--- config.mk ---
export PLATFORM = sky130hd
export DESIGN_NAME = z80_im2_ack_master
export DESIGN_NICKNAME = d
export VERILOG_FILES = /design/src/rtl/z80_im2_ack_master_pkg.sv /design/src/rtl/z80_im2_ack_master_sync2.sv /design/src/rtl/z80_im2_ack_master.sv
export SDC_FILE = /design/constraint.sdc
export NUM_CORES = 1
export LEC_CHECK = 0
export BUFFER_PORTS_ARGS = -buffer_cell sky130_fd_sc_hd__buf_2
export CAP_MARGIN = 5
export CORE_MARGIN = 3
export CORE_UTILIZATION = 45
export DETAILED_ROUTE_END_ITERATION = 7
export PLACE_DENSITY = 0.73
export SLEW_MARGIN = 20
export SYNTH_ARGS = -nofsm -noshare
export SYNTH_HDL_FRONTEND = slang
export SYNTH_SLANG_ARGS = --single-unit
export TNS_END_PERCENT = 10
--- constraint.sdc ---
create_clock -name CLK -period 1.8 [get_ports CLK]
set_clock_uncertainty 0.1 [all_clocks]
set_input_delay 0.09 -clock CLK [delete_from_list [all_inputs] [get_ports CLK]]
set_output_delay 0.09 -clock CLK [all_outputs]
set_load 0.1 [all_outputs]
--- src/rtl/z80_im2_ack_master_pkg.sv ---
// Shared definitions for the Z80 IM2 acknowledge master and the daisy-chain peripheral side.
package z80_im2_ack_master_pkg;

  typedef enum logic [2:0] {
    ST_IDLE,
    ST_ACK_M1,
    ST_ACK_IORQ,
    ST_ACK_END,
    ST_RF1,
    ST_GAP1,
    ST_RF2,
    ST_GAP2
  } state_e;

  localparam logic [7:0] OP_ED = 8'hED;
  localparam logic [7:0] OP_4D = 8'h4D;
  localparam logic [7:0] OP_CB = 8'hCB;

  localparam int CNT_W = 4;

endpackage

--- src/rtl/z80_im2_ack_master_sync2.sv ---
// Two-flop level synchroniser; resets to the inactive-high level of INT_n.
module z80_sync2 (
  input  logic CLK,
  input  logic RESET,
  input  logic i_d,
  output logic o_q
);

  logic r_s1;
  logic r_s2;

  always_ff @(posedge CLK) begin
    if (RESET) begin
      r_s1 <= 1'b1;
      r_s2 <= 1'b1;
    end else begin
      r_s1 <= i_d;
      r_s2 <= r_s1;
    end
  end

  assign o_q = r_s2;

endmodule

--- src/rtl/z80_im2_ack_master.sv ---
// Z80 IM2 bus master: runs the interrupt-acknowledge cycle and replays RETI (ED 4D) fetches.
// Define Z80_WAIT_EN to let WAIT_n stretch the final strobe clock of IORQ/opcode-fetch phases.
module z80_im2_ack_master
  import z80_im2_ack_master_pkg::*;
#(
  parameter int ACK_WAIT  = 2,
  parameter int FETCH_CYC = 2
) (
  input  logic        CLK,
  input  logic        RESET,
  input  logic        INT_n,
  input  logic [7:0]  DI,
  input  logic        WAIT_n,
  output logic [7:0]  DO,
  output logic        M1_n,
  output logic        IORQ_n,
  output logic        RD_n,
  output logic        IEI_TOP,
  input  logic        IE,
  input  logic [7:0]  I_REG,
  input  logic        RETI_REQ,
  output logic        VEC_VALID,
  output logic [15:0] VEC_ADDR,
  output logic        RETI_DONE,
  output logic        BUSY
);

  localparam logic [CNT_W-1:0] ACK_LOAD   = CNT_W'(ACK_WAIT - 1);
  localparam logic [CNT_W-1:0] FETCH_LOAD = CNT_W'(FETCH_CYC - 1);

  state_e           r_state;
  logic [CNT_W-1:0] r_cnt;
  logic             r_reti_pend;
  logic             r_m1_n;
  logic             r_iorq_n;
  logic             r_rd_n;
  logic [7:0]       r_do;
  logic             r_vec_valid;
  logic [15:0]      r_vec_addr;
  logic             r_reti_done;
  logic             w_int_s;
  logic             w_wait_ok;
  logic             w_reti;
  logic             w_strobe_end;

  z80_sync2 u_int_sync (
    .CLK   (CLK),
    .RESET (RESET),
    .i_d   (INT_n),
    .o_q   (w_int_s)
  );

`ifdef Z80_WAIT_EN
  assign w_wait_ok = WAIT_n;
`else
  logic w_unused_wait_n;
  assign w_unused_wait_n = WAIT_n;
  assign w_wait_ok       = 1'b1;
`endif

  assign w_reti       = RETI_REQ | r_reti_pend;
  assign w_strobe_end = (r_cnt == '0) && w_wait_ok;

  always_ff @(posedge CLK) begin
    if (RESET) begin
      r_state     <= ST_IDLE;
      r_cnt       <= '0;
      r_reti_pend <= 1'b0;
      r_m1_n      <= 1'b1;
      r_iorq_n    <= 1'b1;
      r_rd_n      <= 1'b1;
      r_do        <= 8'h00;
      r_vec_valid <= 1'b0;
      r_vec_addr  <= 16'h0000;
      r_reti_done <= 1'b0;
    end else begin
      r_vec_valid <= 1'b0;
      r_reti_done <= 1'b0;
      if (RETI_REQ && (r_state != ST_IDLE)) r_reti_pend <= 1'b1;

      case (r_state)
        // RETI wins over a pending interrupt so the chain releases IEO first.
        ST_IDLE: begin
          if (w_reti) begin
            r_reti_pend <= 1'b0;
            r_state     <= ST_RF1;
            r_m1_n      <= 1'b0;
            r_rd_n      <= 1'b0;
            r_do        <= OP_ED;
            r_cnt       <= FETCH_LOAD;
          end else if (IE && !w_int_s) begin
            r_state <= ST_ACK_M1;
            r_m1_n  <= 1'b0;
          end
        end
        ST_ACK_M1: begin
          r_state  <= ST_ACK_IORQ;
          r_iorq_n <= 1'b0;
          r_cnt    <= ACK_LOAD;
        end
        ST_ACK_IORQ: begin
          if (r_cnt != '0) begin
            r_cnt <= r_cnt - 1'b1;
          end else if (w_strobe_end) begin
            r_state     <= ST_ACK_END;
            r_m1_n      <= 1'b1;
            r_iorq_n    <= 1'b1;
            r_vec_valid <= 1'b1;
            r_vec_addr  <= {I_REG, DI[7:1], 1'b0};
          end
        end
        ST_ACK_END: r_state <= ST_IDLE;
        ST_RF1: begin
          if (r_cnt != '0) begin
            r_cnt <= r_cnt - 1'b1;
          end else if (w_strobe_end) begin
            r_state <= ST_GAP1;
            r_m1_n  <= 1'b1;
            r_rd_n  <= 1'b1;
          end
        end
        // DO keeps ED through the gap so the byte is stable at the rising M1_n edge.
        ST_GAP1: begin
          r_state <= ST_RF2;
          r_m1_n  <= 1'b0;
          r_rd_n  <= 1'b0;
          r_do    <= OP_4D;
          r_cnt   <= FETCH_LOAD;
        end
        ST_RF2: begin
          if (r_cnt != '0) begin
            r_cnt <= r_cnt - 1'b1;
          end else if (w_strobe_end) begin
            r_state     <= ST_GAP2;
            r_m1_n      <= 1'b1;
            r_rd_n      <= 1'b1;
            r_reti_done <= 1'b1;
          end
        end
        ST_GAP2: begin
          r_state <= ST_IDLE;
          r_do    <= 8'h00;
        end
        default: r_state <= ST_IDLE;
      endcase
    end
  end

  assign DO        = r_do;
  assign M1_n      = r_m1_n;
  assign IORQ_n    = r_iorq_n;
  assign RD_n      = r_rd_n;
  assign IEI_TOP   = 1'b1;
  assign VEC_VALID = r_vec_valid;
  assign VEC_ADDR  = r_vec_addr;
  assign RETI_DONE = r_reti_done;
  assign BUSY      = (r_state != ST_IDLE);

endmodule

# Word-level counts from Yosys, hierarchy flattened

Index checks and enable logic that the tools add are counted.

RAM bits: 0
Memories: 0
Latch bits: 0
Register bits: 38
Input bits: 22
ROM bits: 0

Divide/modulo/power cells: 0
Shift-type cells: 0
Reduce and logical (&&, ||, !) cells: 25
Add/subtract/negate cells: 1
Bitwise operators: 4
Mux-type cells: 27
Multiply operators: 0
Eq/ne operators: 20
Magnitude comparators: 0

Operators by type and width:

| kind                                                   | count |
|---|---|
| 2-to-1 mux 3 bit                                       | 8 |
| case mux 8 bit (3 select lines)                        | 1 |
| case mux 3 bit (7 select lines)                        | 1 |
| inequality test 2 bit (second input constant)          | 9 |
| nonzero test 3 bit                                     | 5 |
| == test 3 bit (second input constant)                  | 4 |
| case mux 4 bit (3 select lines)                        | 1 |
| 2-to-1 mux 1 bit                                       | 10 |
| OR reduction 2 bit                                     | 5 |
| AND reduction 3 bit                                    | 3 |
| 2-to-1 mux 4 bit                                       | 2 |
| 2-to-1 mux 8 bit                                       | 1 |
| AND reduction 4 bit                                    | 2 |
| AND reduction 7 bit                                    | 1 |
| == test 3 x 2 -> 1 bit (second input constant)         | 2 |
| inequality test 2 x 1 -> 1 bit (second input constant) | 3 |
| case mux 1 bit (3 select lines)                        | 2 |
| zero test 4 bit                                        | 1 |
| nonzero test 4 bit                                     | 1 |
| subtractor 4 x 1 -> 4 bit (second input constant)      | 1 |
| == test 3 x 1 -> 1 bit (second input constant)         | 1 |
| zero test 3 bit                                        | 1 |
| inequality test 3 bit (second input constant)          | 1 |
| NOT 1 bit                                              | 3 |
| other kinds (7)                                        | 8 |

# Longest topological paths before layout

Depth after elaboration: 5
Depth in mapped cells: 7

# Hierarchy

Synthesis repeated with hierarchy kept, for this count alone.

Cells, all modules: 138
Area total of the unflattened synthesis: 1,381.3 um2

By module, submodules not included:

| module             | area an instance (um2) | cells each | instances |
|---|---|---|---|
| z80_im2_ack_master | 1,328.8                | 134        | 1 |
| z80_sync2          | 52.6                   | 4          | 1 |

# Least setup slack after synthesis

No wires, ideal clock.

Path type: register -> register
Start point: register r_state[0]
End point: register r_rd_n (netlist: RD_n)
Library setup time: 0.087 ns
Path slack: -0.234 ns
Arrival time: 1.846 ns
Path buffers: 1
Cell stages (with the launch flop): 7
Cells stage by stage: dfxtp_1 > inv_1 > ha_1 > buf_2 > nand2b_1 > nor2_1 > o31ai_1

Word-level cells in the longest chain between the ends: 4

RTL lines:

| what                                                                 | RTL line                  | text |
|---|---|---|
| start: declaration                                                   | z80_im2_ack_master.sv:31  | `state_e r_state;` |
| start signal: assignment                                             | z80_im2_ack_master.sv:66  | `r_state <= ST_IDLE;` |
| start signal: assignment                                             | z80_im2_ack_master.sv:86  | `r_state <= ST_RF1;` |
| start signal: assignment                                             | z80_im2_ack_master.sv:92  | `r_state <= ST_ACK_M1;` |
| == test 3 bit                                                        | z80_im2_ack_master.sv:81  | `case (r_state)` |
| OR reduction 2 bit (no source line)                                  | -                         |  |
| inequality test 2 bit (no source line), or another cell as far along | -                         |  |
| AND reduction 4 bit (no source line)                                 | -                         |  |
| end signal: assignment                                               | z80_im2_ack_master.sv:71  | `r_rd_n <= 1'b1;` |
| end signal: assignment                                               | z80_im2_ack_master.sv:88  | `r_rd_n <= 1'b0;` |
| end signal: assignment                                               | z80_im2_ack_master.sv:119 | `r_rd_n <= 1'b1;` |
| end: declaration                                                     | z80_im2_ack_master.sv:36  | `logic r_rd_n;` |

Parallel ways exist; a longest one is shown, timed or not.
A chain may end at the register's enable or synchronous reset.

# Worst setup path after layout

Start point: register r_cnt[0]
End point: register r_cnt[0]

Word-level cells in the longest chain between the ends: 3

RTL lines:

| what                                                                   | RTL line                  | text |
|---|---|---|
| start: declaration                                                     | z80_im2_ack_master.sv:32  | `logic [CNT_W-1:0] r_cnt;` |
| start signal: assignment                                               | z80_im2_ack_master.sv:103 | `r_cnt <= r_cnt - 1'b1;` |
| start signal: assignment                                               | z80_im2_ack_master.sv:115 | `r_cnt <= r_cnt - 1'b1;` |
| start signal: assignment                                               | z80_im2_ack_master.sv:132 | `r_cnt <= r_cnt - 1'b1;` |
| subtractor 4 x 1 -> 4 bit or nonzero test 4 bit (tied branches)        | -                         |  |
| 2-to-1 mux 4 bit or inequality test 2 x 1 -> 1 bit (tied branches)     | -                         |  |
| case mux 4 bit (3 select lines) or AND reduction 3 bit (tied branches) | -                         |  |

Parallel ways exist; a longest one is shown, timed or not. The select of a mux whose other input is x is not followed.

==> impl_metrics.tcl <==
set metrics [dict create \
    setup_ws_ns 0.0866 \
    wl_per_cell_um 12.6 \
    track_usage 0.175 \
    switching_share 0.556 \
    cp-startpoint "r_cnt[0]" \
    fp.dieW_um 65.3 \
    critPathMaxFanout 4 \
    yosysTopAreaCellShare 0.405 \
    power_switching_uw 2100 \
    cp-start-kind "register" \
    synth-seq-area-share 0.405 \
    fin_crit_ns 1.71 \
    syn_area_um2 1580 \
    grt_max_degree 31 \
    io_pins 53 \
    async_flop_share 0 \
    cp_cell_sequence "inv_1 > ha_2 > nor3b_4 > or4_4 > a22o_1" \
    pwr-share-seq 0.264 \
    required_ns 1.92 \
    syn_inst 171 \
    start_util 0.493 \
    vias_per_cell 4.96 \
    synth_cell_types 41 \
    drt_drc_violations_left 0 \
    rsz0062_at_grt "yes" \
    post-route-util 0.648 \
    synth-warning-count 0 \
    cap_violations 0 \
    syn_area_per_cell_um2 9.24 \
    setup_viol 0 \
    synth_edf_count 0 \
    clkPwrFrac 0.091 \
    vias 1380 \
    power.density_nw_per_um2 1820 \
    path_buf_inv 1 \
    max_stage_delay_ns 0.54 \
    clk_latency_ns 0.33 \
    report.final.slew_viol_count 0 \
    clock_sinks 32 \
    outcome "finished clean" \
    hold_path_class "input pin to register" \
    crit_path_end_kind "register" \
    r2r_start "r_cnt[0]" \
    internal_power_uw 1680 \
    dr.pass1.iters 4 \
    grt_pass1_vias 1344 \
    die_area_um2 4260 \
    gp_congestion 0.846 \
    drtAntennaViolNets 0 \
    worstHoldStart "RETI_REQ" \
    fmax_ghz 0.584 \
    fillers 278 \
    grt_pass1_wl_um 5860 \
    drive_gt1_frac 0.316 \
    drt_iter0_drc 39 \
    p_total_uw 3780 \
    cts_root_buf "clkbuf_4" \
    die_h_um 65.3 \
    clk_pin_slew_ns 0.08 \
    synth-seq-cells 32 \
    areaGrowthSynthToFinish_pct 31.4 \
    htree_levels 2 \
    p_leak_uw 0.000966 \
    synth_area_leaders "dfxtp_1 41%, mux2i_1 11%, nand2_1 7.8%" \
    pwr-share-comb 0.644 \
    overflow 0 \
    timing.final.crit_share 0.952 \
    cts_tree "done" \
    cts_buffers 5 \
    dp_slack_ns 0.0247 \
    crit_type "register to register" \
    synth_ff_type "dfxtp_1" \
    wl_um 3510 \
    hold_viol 0 \
    cts_buffer_depth 2 \
    ir_drop_mv 0.686 \
    cp_top_family "simple AND/OR/NAND/NOR gates" \
    rows 20 \
    core_um2 3200 \
    fin_nets 265 \
    rrSetupSlack_ns 0.09 \
    antenna_found_initial 0 \
    io_buffers 46 \
    synth_area_leader_cell "dfxtp_1" \
    diodes 0 \
    arrival_ns 1.84 \
    crit_slowest_cell "or4_4" \
    dpl.hpwl_um 2360 \
]
per-stage QoR:
step / TNS [ns] / instance area (um2) / hold WS [ns] / std cells
final: 0 / 2080 / 0.0668 / 278
after global routing: -0.0179 / 2080 / 0.106 / 278
after CTS: 0 / 2060 / 0.0609 / 277
after detailed placement: 0 / 1860 / 0.175 / 255
after global placement: 0 / 1860 / 0.171 / 255
after floorplan: 0 / 1590 / 0.0938 / 173
worst paths after layout:
path         cells after the start             end
min                              4            M1_n
max reg2reg                      5        r_cnt[0]
max                              5        r_cnt[0]
min reg2reg                      1  u_int_sync.o_q
cells by family after synthesis:
family	synth area share
other	0.00475
flip-flops	0.405
buffers and inverters	0.0990
AND/OR/NAND/NOR	0.198
adder cells (fa/ha/maj)	0.0554
multiplexers	0.108
AO/OA/AOI/OAI	0.130
area by class of cell:
cell class                      count  area (um2)  area share
Clock buffer                        5        37.5      0.0181
Sequential cell                    32         642       0.309
Tap cell                           44        55.1      0.0265
Timing Repair Buffer               74         510       0.246
Inverter                            9        33.8      0.0163
Multi-Input combinational cell    114         798       0.384
state kept, by name (all words and copies together) (netlist names), 2 cells and up:
signal,flops
VEC_ADDR,15
r_cnt,4
r_state,3
DO,2
worst min-delay path, stage by stage:
cell	delay [ns]
buf_2	0.11
nor4b_4	0.07
nand3_1	0.08
nand4_1	0.09
power by group through the flow:
stage / clock network (uW) / logic [uW] / registers [uW]
6_report: 345 / 2430 / 999
5_1_grt: 385 / 2560 / 1020
4_1_cts: 359 / 2400 / 996
3_5_place_dp: 0 / 2370 / 1010
3_3_place_gp: 0 / 2350 / 1010
2_1_floorplan: 0 / 1300 / 1710
layer usage:
metal | global-route usage | vias up | wire (um)
met3 | 0.0615 | 7 | 218
met4 | 0.0466 | 0 | 41
met1 | 0.190 | 628 | 1470
li1 | - | 707 | -
met2 | 0.320 | 38 | 1780
met5 | 0 | - | 0
cell usage in the layout, fill, tap and decap left out, types with 2 or more instances in the layout:
cell,instances
buf_2,45
nand2_1,33
dfxtp_1,31
mux2i_1,17
dlygate4sd3_1,17
buf_4,10
inv_1,9
nor2_1,5
a21oi_1,5
ha_1,5
clkbuf_4,5
a211oi_1,4
conb_1,4
o21ai_0,3
or2_2,3
nand3_1,3
o31ai_1,2
a211o_1,2
nand2b_1,2
and4_1,2
a22o_1,2
o32ai_1,2
ha_2,2
buf_12,2
synth_stat cells, drive strengths merged (2+ instances only):
master and number:
and4 2, nand3 3, a211o 2, buf 12, conb 2, mux2i 17, nand2b 3, o31ai 2
or4 2, nor2 5, ha 7, o21ai 3, dfxtp 32, a22o 2, o32ai 2, inv 9
a21oi 6, nand2 33, a211oi 5, clkbuf 6, or2 3
timing repair:
item	4_1_cts	5_1_grt
hold buffers	17	0
endpoints found under the setup margin	0	19
hold endpoints to repair	17	0
gates resized for setup	0	3
setup buffers	0	1
(Power assumes the default switching activity.)
